[config.mk]
export PLATFORM = sky130hd
export DESIGN_NAME = obi_mem_tester_flat
export DESIGN_NICKNAME = d
export VERILOG_FILES = /design/src/rtl/obi_mem_tester_if.sv /design/src/rtl/obi_mem_tester.sv /design/src/flat_wrapper.sv
export SDC_FILE = /design/constraint.sdc
export NUM_CORES = 2
export LEC_CHECK = 0
export ABC_CLOCK_PERIOD_IN_PS = 8400
export CAP_MARGIN = 10
export CORE_AREA = 2 2 520 522
export DETAILED_ROUTE_END_ITERATION = 8
export DIE_AREA = 0 0 522 524
export GPL_TIMING_DRIVEN = 0
export PLACE_DENSITY_LB_ADDON = 0.15
export SYNTH_ARGS = -nofsm -noshare
export SYNTH_HDL_FRONTEND = slang
export SYNTH_SLANG_ARGS = --single-unit
[constraint.sdc]
create_clock -name clk_i -period 8.4 [get_ports clk_i]
set_input_delay 1.68 -clock clk_i [delete_from_list [all_inputs] [get_ports clk_i]]
set_output_delay 1.68 -clock clk_i [all_outputs]
set_load 0.1 [all_outputs]
[src/rtl/obi_mem_tester_if.sv]
// rtl/obi_mem_tester_if.sv - OBI manager/subordinate bus bundle for the memory tester
interface obi_mem_tester_if #(
  parameter int AddrWidth = 48,
  parameter int DataWidth = 512,
  parameter int IdWidth   = 3
);
  logic                   req;
  logic                   gnt;
  logic [AddrWidth-1:0]   addr;
  logic                   we;
  logic [DataWidth/8-1:0] be;
  logic [DataWidth-1:0]   wdata;
  logic [IdWidth-1:0]     aid;
  logic                   rvalid;
  logic                   rready;
  logic [DataWidth-1:0]   rdata;
  logic [IdWidth-1:0]     rid;
  logic                   err;

  modport master (
    output req, addr, we, be, wdata, aid, rready,
    input  gnt, rvalid, rdata, rid, err
  );

  modport slave (
    input  req, addr, we, be, wdata, aid, rready,
    output gnt, rvalid, rdata, rid, err
  );
endinterface

[src/rtl/obi_mem_tester.sv]
// rtl/obi_mem_tester.sv - OBI memory fill/check engine; OBI_MEM_TESTER_ERR_LOG_EN adds first-error address capture
module obi_mem_tester #(
  parameter int AddrWidth      = 48,
  parameter int DataWidth      = 512,
  parameter int IdWidth        = 3,
  parameter int MaxOutstanding = 2,
  parameter int CntWidth       = 32
) (
  input  logic                 clk_i,
  input  logic                 rst_ni,
  input  logic                 start_i,
  input  logic [1:0]           mode_i,
  input  logic [AddrWidth-1:0] base_addr_i,
  input  logic [CntWidth-1:0]  num_words_i,
  input  logic [31:0]          seed_i,
  output logic                 busy_o,
  output logic                 done_o,
  output logic                 error_o,
  output logic [CntWidth-1:0]  err_count_o,
  output logic [AddrWidth-1:0] first_err_addr_o,
  obi_mem_tester_if.master     obi
);
  localparam int BeWidth = DataWidth / 8;
  localparam int OffW    = $clog2(BeWidth);
  localparam int Lanes   = DataWidth / 32;
  localparam logic [3:0] MaxOut = 4'(MaxOutstanding);

  typedef enum logic [2:0] {S_IDLE, S_FILL, S_CHECK, S_DRAIN, S_DONE} state_e;
  state_e state_q, state_d;

  logic [AddrWidth-1:0] base_q;
  logic [CntWidth-1:0]  num_q, issue_idx_q, rsp_idx_q, err_cnt_q;
  logic [31:0]          seed_q;
  logic                 phase_fill_q, chain_q, done_q, error_q;
  logic [3:0]           out_q;

  logic                 issue, rsp, last_issue, rsp_bad;
  logic [AddrWidth-1:0] issue_addr;
  logic [DataWidth-1:0] issue_pat, rsp_pat;

  function automatic logic [DataWidth-1:0] word_pattern(input logic [31:0] seed,
                                                         input logic [CntWidth-1:0] idx);
    logic [DataWidth-1:0] p;
    logic [31:0]          lane_base;
    lane_base = seed + 32'(idx) * 32'(Lanes);
    for (int l = 0; l < Lanes; l++) p[l*32 +: 32] = lane_base + 32'(l);
    return p;
  endfunction

  assign issue      = obi.req & obi.gnt;
  assign rsp        = obi.rvalid & (out_q != 4'd0);
  assign last_issue = issue & (issue_idx_q == num_q - CntWidth'(1));
  assign issue_pat  = word_pattern(seed_q, issue_idx_q);
  assign rsp_pat    = word_pattern(seed_q, rsp_idx_q);
  // Write responses only carry err; read responses are also compared to the expected pattern.
  assign rsp_bad    = obi.err | (~phase_fill_q & (obi.rdata != rsp_pat));
  assign issue_addr = base_q + (AddrWidth'(issue_idx_q) << OffW);

  always_ff @(posedge clk_i or negedge rst_ni) begin
    if (!rst_ni) state_q <= S_IDLE;
    else         state_q <= state_d;
  end

  always_comb begin
    state_d = state_q;
    case (state_q)
      S_IDLE: begin
        if (start_i) begin
          if (num_words_i == '0)    state_d = S_DONE;
          else if (mode_i == 2'd1)  state_d = S_CHECK;
          else                      state_d = S_FILL;
        end
      end
      S_FILL, S_CHECK: if (last_issue) state_d = S_DRAIN;
      S_DRAIN: begin
        if (out_q == 4'd0) state_d = (phase_fill_q && chain_q) ? S_CHECK : S_DONE;
      end
      S_DONE:  state_d = S_IDLE;
      default: state_d = S_IDLE;
    endcase
  end

  always_comb begin
    obi.req   = 1'b0;
    obi.we    = 1'b0;
    obi.wdata = '0;
    obi.addr  = issue_addr;
    obi.aid   = IdWidth'(issue_idx_q);
    busy_o    = 1'b0;
    case (state_q)
      S_FILL: begin
        busy_o    = 1'b1;
        obi.req   = (out_q < MaxOut);
        obi.we    = 1'b1;
        obi.wdata = issue_pat;
      end
      S_CHECK: begin
        busy_o  = 1'b1;
        obi.req = (out_q < MaxOut);
      end
      S_DRAIN: busy_o = 1'b1;
      default: ;
    endcase
  end

  assign obi.be      = '1;
  assign obi.rready  = 1'b1;
  assign done_o      = done_q | (state_q == S_DONE);
  assign error_o     = error_q;
  assign err_count_o = err_cnt_q;

  always_ff @(posedge clk_i or negedge rst_ni) begin
    if (!rst_ni) begin
      base_q       <= '0;
      num_q        <= '0;
      seed_q       <= '0;
      phase_fill_q <= 1'b0;
      chain_q      <= 1'b0;
      issue_idx_q  <= '0;
      rsp_idx_q    <= '0;
      done_q       <= 1'b0;
      error_q      <= 1'b0;
      err_cnt_q    <= '0;
      out_q        <= 4'd0;
    end else begin
      if (state_q == S_IDLE && start_i) begin
        base_q       <= base_addr_i & ~AddrWidth'(BeWidth - 1);
        num_q        <= num_words_i;
        seed_q       <= seed_i;
        phase_fill_q <= (mode_i != 2'd1);
        chain_q      <= mode_i[1];
        issue_idx_q  <= '0;
        rsp_idx_q    <= '0;
        done_q       <= 1'b0;
        error_q      <= 1'b0;
        err_cnt_q    <= '0;
      end
      // Fill has fully drained here, so the check pass restarts word numbering from zero.
      if (state_q == S_DRAIN && state_d == S_CHECK) begin
        phase_fill_q <= 1'b0;
        issue_idx_q  <= '0;
        rsp_idx_q    <= '0;
      end
      if (issue) issue_idx_q <= issue_idx_q + CntWidth'(1);
      if (rsp) begin
        rsp_idx_q <= rsp_idx_q + CntWidth'(1);
        if (rsp_bad) begin
          error_q <= 1'b1;
          if (err_cnt_q != '1) err_cnt_q <= err_cnt_q + CntWidth'(1);
        end
      end
      case ({issue, rsp})
        2'b10:   out_q <= out_q + 4'd1;
        2'b01:   out_q <= out_q - 4'd1;
        default: ;
      endcase
      if (state_q == S_DONE) done_q <= 1'b1;
    end
  end

`ifdef OBI_MEM_TESTER_ERR_LOG_EN
  logic [AddrWidth-1:0] first_err_q, rsp_addr;
  assign rsp_addr = base_q + (AddrWidth'(rsp_idx_q) << OffW);

  always_ff @(posedge clk_i or negedge rst_ni) begin
    if (!rst_ni)                           first_err_q <= '0;
    else if (state_q == S_IDLE && start_i) first_err_q <= '0;
    else if (rsp && rsp_bad && !error_q)   first_err_q <= rsp_addr;
  end

  assign first_err_addr_o = first_err_q;
`else
  assign first_err_addr_o = '0;
`endif
endmodule

[src/flat_wrapper.sv]
// flat-port wrapper written by rule: the top's interface ports become plain ports
module obi_mem_tester_flat 
#(
  parameter int AddrWidth      = 48,
  parameter int DataWidth      = 512,
  parameter int IdWidth        = 3,
  parameter int MaxOutstanding = 2,
  parameter int CntWidth       = 32
)
  (clk_i, rst_ni, start_i, mode_i, base_addr_i, num_words_i, seed_i, busy_o, done_o, error_o, err_count_o, first_err_addr_o, obi_req, obi_addr, obi_we, obi_be, obi_wdata, obi_aid, obi_rready, obi_gnt, obi_rvalid, obi_rdata, obi_rid, obi_err);
  obi_mem_tester_if #(.AddrWidth(AddrWidth), .DataWidth(DataWidth), .IdWidth(IdWidth)) obi_i ();
  input  logic clk_i;
  input  logic rst_ni;
  input  logic start_i;
  input  logic [1:0] mode_i;
  input  logic [AddrWidth-1:0] base_addr_i;
  input  logic [CntWidth-1:0] num_words_i;
  input  logic [31:0] seed_i;
  output logic busy_o;
  output logic done_o;
  output logic error_o;
  output logic [CntWidth-1:0] err_count_o;
  output logic [AddrWidth-1:0] first_err_addr_o;
  output wire logic [$bits(obi_i.req)-1:0] obi_req;
  output wire logic [$bits(obi_i.addr)-1:0] obi_addr;
  output wire logic [$bits(obi_i.we)-1:0] obi_we;
  output wire logic [$bits(obi_i.be)-1:0] obi_be;
  output wire logic [$bits(obi_i.wdata)-1:0] obi_wdata;
  output wire logic [$bits(obi_i.aid)-1:0] obi_aid;
  output wire logic [$bits(obi_i.rready)-1:0] obi_rready;
  input wire logic [$bits(obi_i.gnt)-1:0] obi_gnt;
  input wire logic [$bits(obi_i.rvalid)-1:0] obi_rvalid;
  input wire logic [$bits(obi_i.rdata)-1:0] obi_rdata;
  input wire logic [$bits(obi_i.rid)-1:0] obi_rid;
  input wire logic [$bits(obi_i.err)-1:0] obi_err;
  assign obi_req = obi_i.req;
  assign obi_addr = obi_i.addr;
  assign obi_we = obi_i.we;
  assign obi_be = obi_i.be;
  assign obi_wdata = obi_i.wdata;
  assign obi_aid = obi_i.aid;
  assign obi_rready = obi_i.rready;
  assign obi_i.gnt = obi_gnt;
  assign obi_i.rvalid = obi_rvalid;
  assign obi_i.rdata = obi_rdata;
  assign obi_i.rid = obi_rid;
  assign obi_i.err = obi_err;
  obi_mem_tester #(.AddrWidth(AddrWidth), .DataWidth(DataWidth), .IdWidth(IdWidth), .MaxOutstanding(MaxOutstanding), .CntWidth(CntWidth)) u_core (.clk_i(clk_i), .rst_ni(rst_ni), .start_i(start_i), .mode_i(mode_i), .base_addr_i(base_addr_i), .num_words_i(num_words_i), .seed_i(seed_i), .busy_o(busy_o), .done_o(done_o), .error_o(error_o), .err_count_o(err_count_o), .first_err_addr_o(first_err_addr_o), .obi(obi_i));
endmodule
==> impl_metrics.ini <==
[status]
status = finished with violations
violations = capacitance limit, slew limit, setup timing

[placement]
post-place-ws_ns = -4.09
portBuffers = 1217
hpwl_um = 386000
dp.cells = 11300
gp_congestion = 1.03

[setup_path]
path_class = reg2out
rrSetupSlack_ns = 0.02
r2r-start = u_core.seed_q[2]
worstPathArrival_ns = 6.84
cp_max_fo = 10
worstSetupStartpointType = flop
r2r-end = u_core.err_count_o[22]
end_kind = primary output
r2r_cells = 27
required_ns = 6.72

[drt]
drtIter0Drc = 7820
wl_per_cell_um = 39.3
ant_nets = 0
drc = 0
num_vias = 59900
routed_wl_um = 450000
via_per_inst = 5.23
drtPass1Iterations = 6

[timing]
finalHoldViolations = 0
tightest_slew_ns = 1.54
fmax_mhz = 117
fin_ws_ns = -0.118
finalCritPeriodShare_pct = 101
fin_crit_ns = 8.52
rsz0062_at_grt = true
whs_ns = 0.486
maxSlewViolCount = 2
relSlewSlack_pct = -3.05
fin_skew_ns = 0.0234
setup_viol = 4

[hold_path]
hp-class = reg2reg
whs_path_depth = 2
min-delay-start = u_core.base_q[29]
hold_end = u_core.base_q[29]

[grt]
grt_max_degree = 77
first_global_vias = 54700
antenna_found_initial = 156
grt_pass1_wl_um = 568000
grt-ovfl-total = 0
grt_use_total_pct = 31.2

[cts]
clock_latency_ns = 0.59
h-tree-depth = 1
cts_hold_buffers = 0
cts_made_buffers = 27
cts_buffer_depth = 3
clockRootBuffer = clkbuf_16
clk_pin_slew_ns = 0.06
cts_num_sinks = 209
cts_tree = done

[cells_and_area]
register_area_um2 = 5240
fillers = 30100
stdcell_count = 11500
multi_input_area_um2 = 35200
syn2layout_area_growth_pct = 50.7
drive_above_1_share_pct = 12.5
final_nets = 8550

[synth]
async_flop_share_pct = 100
synthSimpleGateAreaFrac_pct = 34.8
yosys_register_bits = 209
synthCells = 6318
synth_edf_count = 0
synth-adder-area-share_pct = 3.48
synthDistinctLibCells = 122
synthMuxAreaShare_pct = 1.96
yosys_warnings = 0
avgSynthCellArea_um2 = 6.60
synth-main-ff-cell = dfrtp_1
ys_seq_area_share_pct = 12.5
yosys.area_share.xor_xnor_pct = 18.0
synth_area_um2 = 41700
synth_top_family_by_area = simple AND/OR/NAND/NOR gates
synth_compound_area_share_pct = 21.7

[power]
power.density_nw_per_um2 = 419
vdd_drop_max_mv = 0.315
leakagePower_nw = 23.0

[die]
core_area_um2 = 267000
start_util_pct = 15.6
dieArea_um2 = 274000
pin_count = 1348
die_w_um = 522
fp.dieH_um = 524
rows = 190

[flow_run]
cap_violations = 1
synthesized netlist by cell type (25+ instances only):
cell type,number,area (um^2)
nand2_1,858,3220
nor2_1,763,2860
xnor2_1,572,5010
o21ai_0,402,2010
a21oi_1,364,1820
clkbuf_1,330,1240
nand3_1,271,1360
xor2_1,265,2320
nor3_1,226,1130
dfrtp_1,209,5230
or3_1,179,1120
buf_4,158,1190
and3_1,130,813
nor4_1,112,701
ha_1,109,1360
nand4_1,108,676
inv_1,72,270
a31oi_1,70,438
and2_1,68,425
mux2i_1,52,521
a21o_1,50,375
o22ai_1,49,307
nand2b_1,47,294
buf_1,44,165
o211ai_1,43,323
a211oi_1,41,308
nor2b_1,40,250
buf_2,38,190
o31ai_1,38,285
nand3b_1,35,263
a2111oi_0,34,298
a22oi_1,26,195
o21a_1,26,195
o2111ai_1,25,219
registers in the layout (all words and copies together), names as in the netlist, 3 cells and up:
register            cells
u_core.base_q          42
u_core.err_count_o     32
u_core.issue_idx_q     32
u_core.num_q           32
u_core.out_q            4
u_core.rsp_idx_q       28
u_core.seed_q          32
u_core.state_q          3
worst max-delay path, cell delays in order (launching register included):
cell and delay, ns:
dfrtp_2 0.55, ha_1 0.29, fa_1 0.43, a21o_1 0.19
a21oi_1 0.22, o21bai_1 0.09, a21o_1 0.22, a21oi_2 0.29
o21bai_1 0.11, xor2_1 0.32, nand2_2 0.32, nor3_4 0.30
nor2b_2 0.35, nand2_1 0.24, or4_1 0.58, clkbuf_1 0.30
or3_1 0.40, a21oi_1 0.17, clkdlybuf4s50_1 0.62, buf_12 0.20
area by class of cell:
class / count / share of cell area [%]
buffer: 560 / 4.70
sequential: 209 / 8.34
antenna: 77 / 0.306
clock inverter: 13 / 0.213
tap: 3552 / 7.07
multi-input combinational: 5578 / 56.0
clock buffer: 36 / 1.21
inverter: 75 / 0.472
timing repair buffer: 1351 / 21.7
power by group:
part / switching [mW] / total, mW / internal, mW
sequential: 0.513 / 1.80 / 1.29
clock: 0.532 / 1.23 / 0.698
combinational: 18.0 / 23.3 / 5.27
total: 19.1 / 26.3 / 7.26
metrics by stage:
step	setup TNS (ns)	utilization [%]	area, um^2	power [mW]
3_3_place_gp	-1767.75	22.0	58800	23.7
4_1_cts	-0.393	23.3	62300	25.8
3_5_place_dp	-490.56	22.6	60400	24.2
5_1_grt	-0.609	23.5	62800	26.8
2_1_floorplan	0	-	42200	14.6
6_report	-0.153	23.5	62900	26.3
how the worst max path moves through the flow:
| stage | slack, ns | cells after the start | endpoint | start |
|---|---|---|---|---|
| 2_1_floorplan | 0.34 | 16 | obi_wdata[126] | u_core.issue_idx_q[0] |
| 3_3_place_gp | -6.75 | 23 | u_core.err_count_o[18] | u_core.seed_q[2] |
| 3_5_place_dp | -4.09 | 25 | u_core.err_count_o[23] | u_core.seed_q[2] |
| 4_1_cts | -0.03 | 15 | obi_wdata[110] | u_core.issue_idx_q[0] |
| 5_1_grt | -0.17 | 19 | obi_wdata[346] | u_core.issue_idx_q[0] |
| 6_report | -0.12 | 19 | obi_wdata[346] | u_core.issue_idx_q[0] |
per-layer routing:
metal / routed length [um] / vias up / part of all wire [%] / track usage [%]
met3: 40800 / 630 / 9.1 / 7.13
met5: 224 / - / 0.050 / 0
li1: - / 25300 / - / -
met1: 194000 / 30100 / 43 / 41.7
met4: 23800 / 36 / 5.3 / 14.7
met2: 192000 / 3770 / 43 / 47.1
what timing repair did:
| action | CTS | global route |
|---|---|---|
| setup buffers | 25 | 10 |
| endpoints found under the setup margin | 431 | 240 |
| pin swaps | 15 | 11 |
| gates resized for setup | 914 | 315 |
cells in the final DEF, fill, tap and decap left out, types with 90 or more instances in the layout:
cell type	netlist	routed
clkdlybuf4s50_1	0	927
nand2_1	858	844
nor2_1	763	721
xnor2_1	572	555
o21ai_0	402	397
a21oi_1	364	352
nand3_1	271	258
clkbuf_1	330	253
xor2_1	265	251
buf_4	158	227
dfrtp_1	209	202
nor3_1	226	194
or3_1	179	178
and3_1	130	129
conb_1	2	119
nand4_1	108	108
ha_1	109	105
clkdlybuf4s15_2	0	98
clkbuf_2	0	93
nor4_1	112	90
logic make-up after synthesis:
| kind of cell | count (synthesis) |
|---|---|
| AO/OA/AOI/OAI | 1426 |
| XOR/XNOR | 846 |
| adder cells (fa/ha/maj) | 114 |
| buffers and inverters | 648 |
| flip-flops | 209 |
| multiplexers | 74 |
| other | 2 |
| AND/OR/NAND/NOR | 2999 |
(Power assumes the default switching activity.)
==> variant: new RTL, same settings <==
Add an input register stage for `mode_i`; this delays it by one clock. The other inputs are not delayed to match.
--- a/src/rtl/obi_mem_tester.sv
+++ b/src/rtl/obi_mem_tester.sv
@@ -27,4 +27,11 @@
 
   typedef enum logic [2:0] {S_IDLE, S_FILL, S_CHECK, S_DRAIN, S_DONE} state_e;
+
+  logic [1:0] mode_q;
+
+  always_ff @(posedge clk_i) begin
+    mode_q <= mode_i;
+  end
+
   state_e state_q, state_d;
 
@@ -68,5 +75,5 @@
         if (start_i) begin
           if (num_words_i == '0)    state_d = S_DONE;
-          else if (mode_i == 2'd1)  state_d = S_CHECK;
+          else if (mode_q == 2'd1)  state_d = S_CHECK;
           else                      state_d = S_FILL;
         end
@@ -128,6 +135,6 @@
         num_q        <= num_words_i;
         seed_q       <= seed_i;
-        phase_fill_q <= (mode_i != 2'd1);
-        chain_q      <= mode_i[1];
+        phase_fill_q <= (mode_q != 2'd1);
+        chain_q      <= mode_q[1];
         issue_idx_q  <= '0;
         rsp_idx_q    <= '0;
Formal check against the unedited RTL: not equivalent (a bounded check fails within 4 cycles, from zero or initial values and one cycle with rst_ni low).
==> variant against the unedited design <==
The flow finishes with violations (setup timing); routed wire length increased by 0.33%; synthesized area shrank 0.73%; count of clock-buffer cells in the layout stayed put; clock power down 5%; setup slack better by 27 ps; cell count about the same; power grew 7.0%; sequential cell count rose by 2; worst hold slack worse by 29 ps; design area increased by 1.1%; critical path type is now reg2reg; critical endpoint is now u_core.err_count_o[27]$_DFF_PN0_; largest power group unchanged.
==> variant: results (changes against the unedited design) <==
Run status
  • Status: finished, violations left (unchanged)
  • Failing checks: setup timing (was capacitance limit, slew limit, setup timing)

Yosys
  • Most frequent cells after synthesis: nand2_1, nor2_1, xnor2_1, o21ai_0, a21oi_1 (unchanged)

GRT
  • Largest net degree at the start of global routing: 76 (was 77)
  • GRT Total Usage: 31.23% (was 31.20%)
  • Vias in the first global route: 54.94k (was 54.68k)
  • Global-route wire length before repair: 568700 µm (was 567600 µm)
  • Initial antenna violation count: 116 (was 156)

Cells and area
  • Layout Area Growth over Synthesis: 53.43% (was 50.72%)
  • Nets@finish: 8574 (was 8550)
  • Fillers: 30.16k (was 30.12k)

Critical path
  • FF-to-FF End: u_core.err_count_o[27]$_DFF_PN0_ (was u_core.err_count_o[22]$_DFF_PN0_)
  • CP max-delay cell: o21ai_0 (was clkdlybuf4s50_1)
  • Crit path from: u_core.seed_q[3]$_DFFE_PN0P_ (was u_core.issue_idx_q[0]$_DFFE_PN0P_)
  • Worst EP arrival: 8950 ps (was 6840 ps)
  • FF-to-FF path depth: 22 (was 27)

Routing
  • Initial DRC count: 7842 (was 7820)
  • Via-to-Cell Ratio: 5.287 (was 5.228)

Clock network
  • Clk Latency, worst-skew pair: 570 ps (was 590 ps)

Pwr
  • Sw power: 20.61 mW (was 19.08 mW)
  • Power density over the cells: 443.7 mW/mm² (was 418.9 mW/mm²)
  • Leakage: 23.04 nW (was 22.98 nW)

Hold path
  • End of the worst hold path: u_core.chain_q$_DFFE_PN0P_ (was u_core.base_q[29]$_DFFE_PN0P_)
  • HP Start: u_core.mode_q[1]$_DFF_P_ (was u_core.base_q[29]$_DFFE_PN0P_)

Timing
  • Least-Margin Pin Slew: 1457 ps (was 1537 ps)
  • Final setup fails: 25 (was 4)
  • Setup WS post-layout: -91.37 ps (was -118.0 ps)

Place
  • Hpwl dp: 387600 µm (was 386200 µm)
## variant: logic make-up (layout without fill, tap and decap cells)
kind of cell,count (synthesis),in the layout,share of synthesized area [%]
flops,211,211,12.73
fa+ha+maj,112,112,3.456
simple gates,2977,2977,34.79
mux,39,39,0.9879
buf+inv,656,2079,7.532
compound gates,1436,1436,22.02
xor+xnor,869,869,18.47
other cells,2,185,0.01813
## variant: area by class of cell
cell class	instances	area share, %
diodes	66	0.2599
plain buffers	561	4.732
clock buffers	36	1.179
clock inverters	8	0.1457
inverters	85	0.5257
multi-input cells	5552	56.09
flip-flops and latches	211	8.310
well taps	3552	6.994
repair buffers	1389	21.76
## variant: routing by layer
metal  routed length, µm  up-vias  track usage, %
met5                 221        -               0
met4               24550       36           14.51
met3               44140      665           8.439
met2              190000     3963           46.79
met1              192900    30580           41.33
li1                    -    25345               -
## variant: through the flow
stage | TNS (ps) | setup WS [ps] | hold WS, ps | instances
final | -1356 | -91.37 | 456.9 | 11460
after global routing | -188.0 | -68.68 | 489.7 | 11429
after CTS | 0 | 2.166 | 448.9 | 11378
after detailed placement | -313730 | -3528 | 443.9 | 11274
after global placement | -1445680 | -4653 | 448.2 | 11188
after floorplan | 0 | 464.7 | 412.9 | 6419
## variant: power groups by stage
stage / clock network, mW / registers (mW) / logic (mW)
finish: 1.17 / 1.80 / 25.2
global route: 1.25 / 1.84 / 25.6
CTS: 1.21 / 1.82 / 24.5
detailed placement: 0 / 1.83 / 24.1
global placement: 0 / 1.82 / 23.6
floorplan: 0 / 1.61 / 14.3
## variant: what timing repair did
item                        CTS  global route
gates resized for setup    1140           300
buffers inserted             68            11
pin swaps                    42            21
hold buffers                  0             0
setup endpoints to repair   394           315
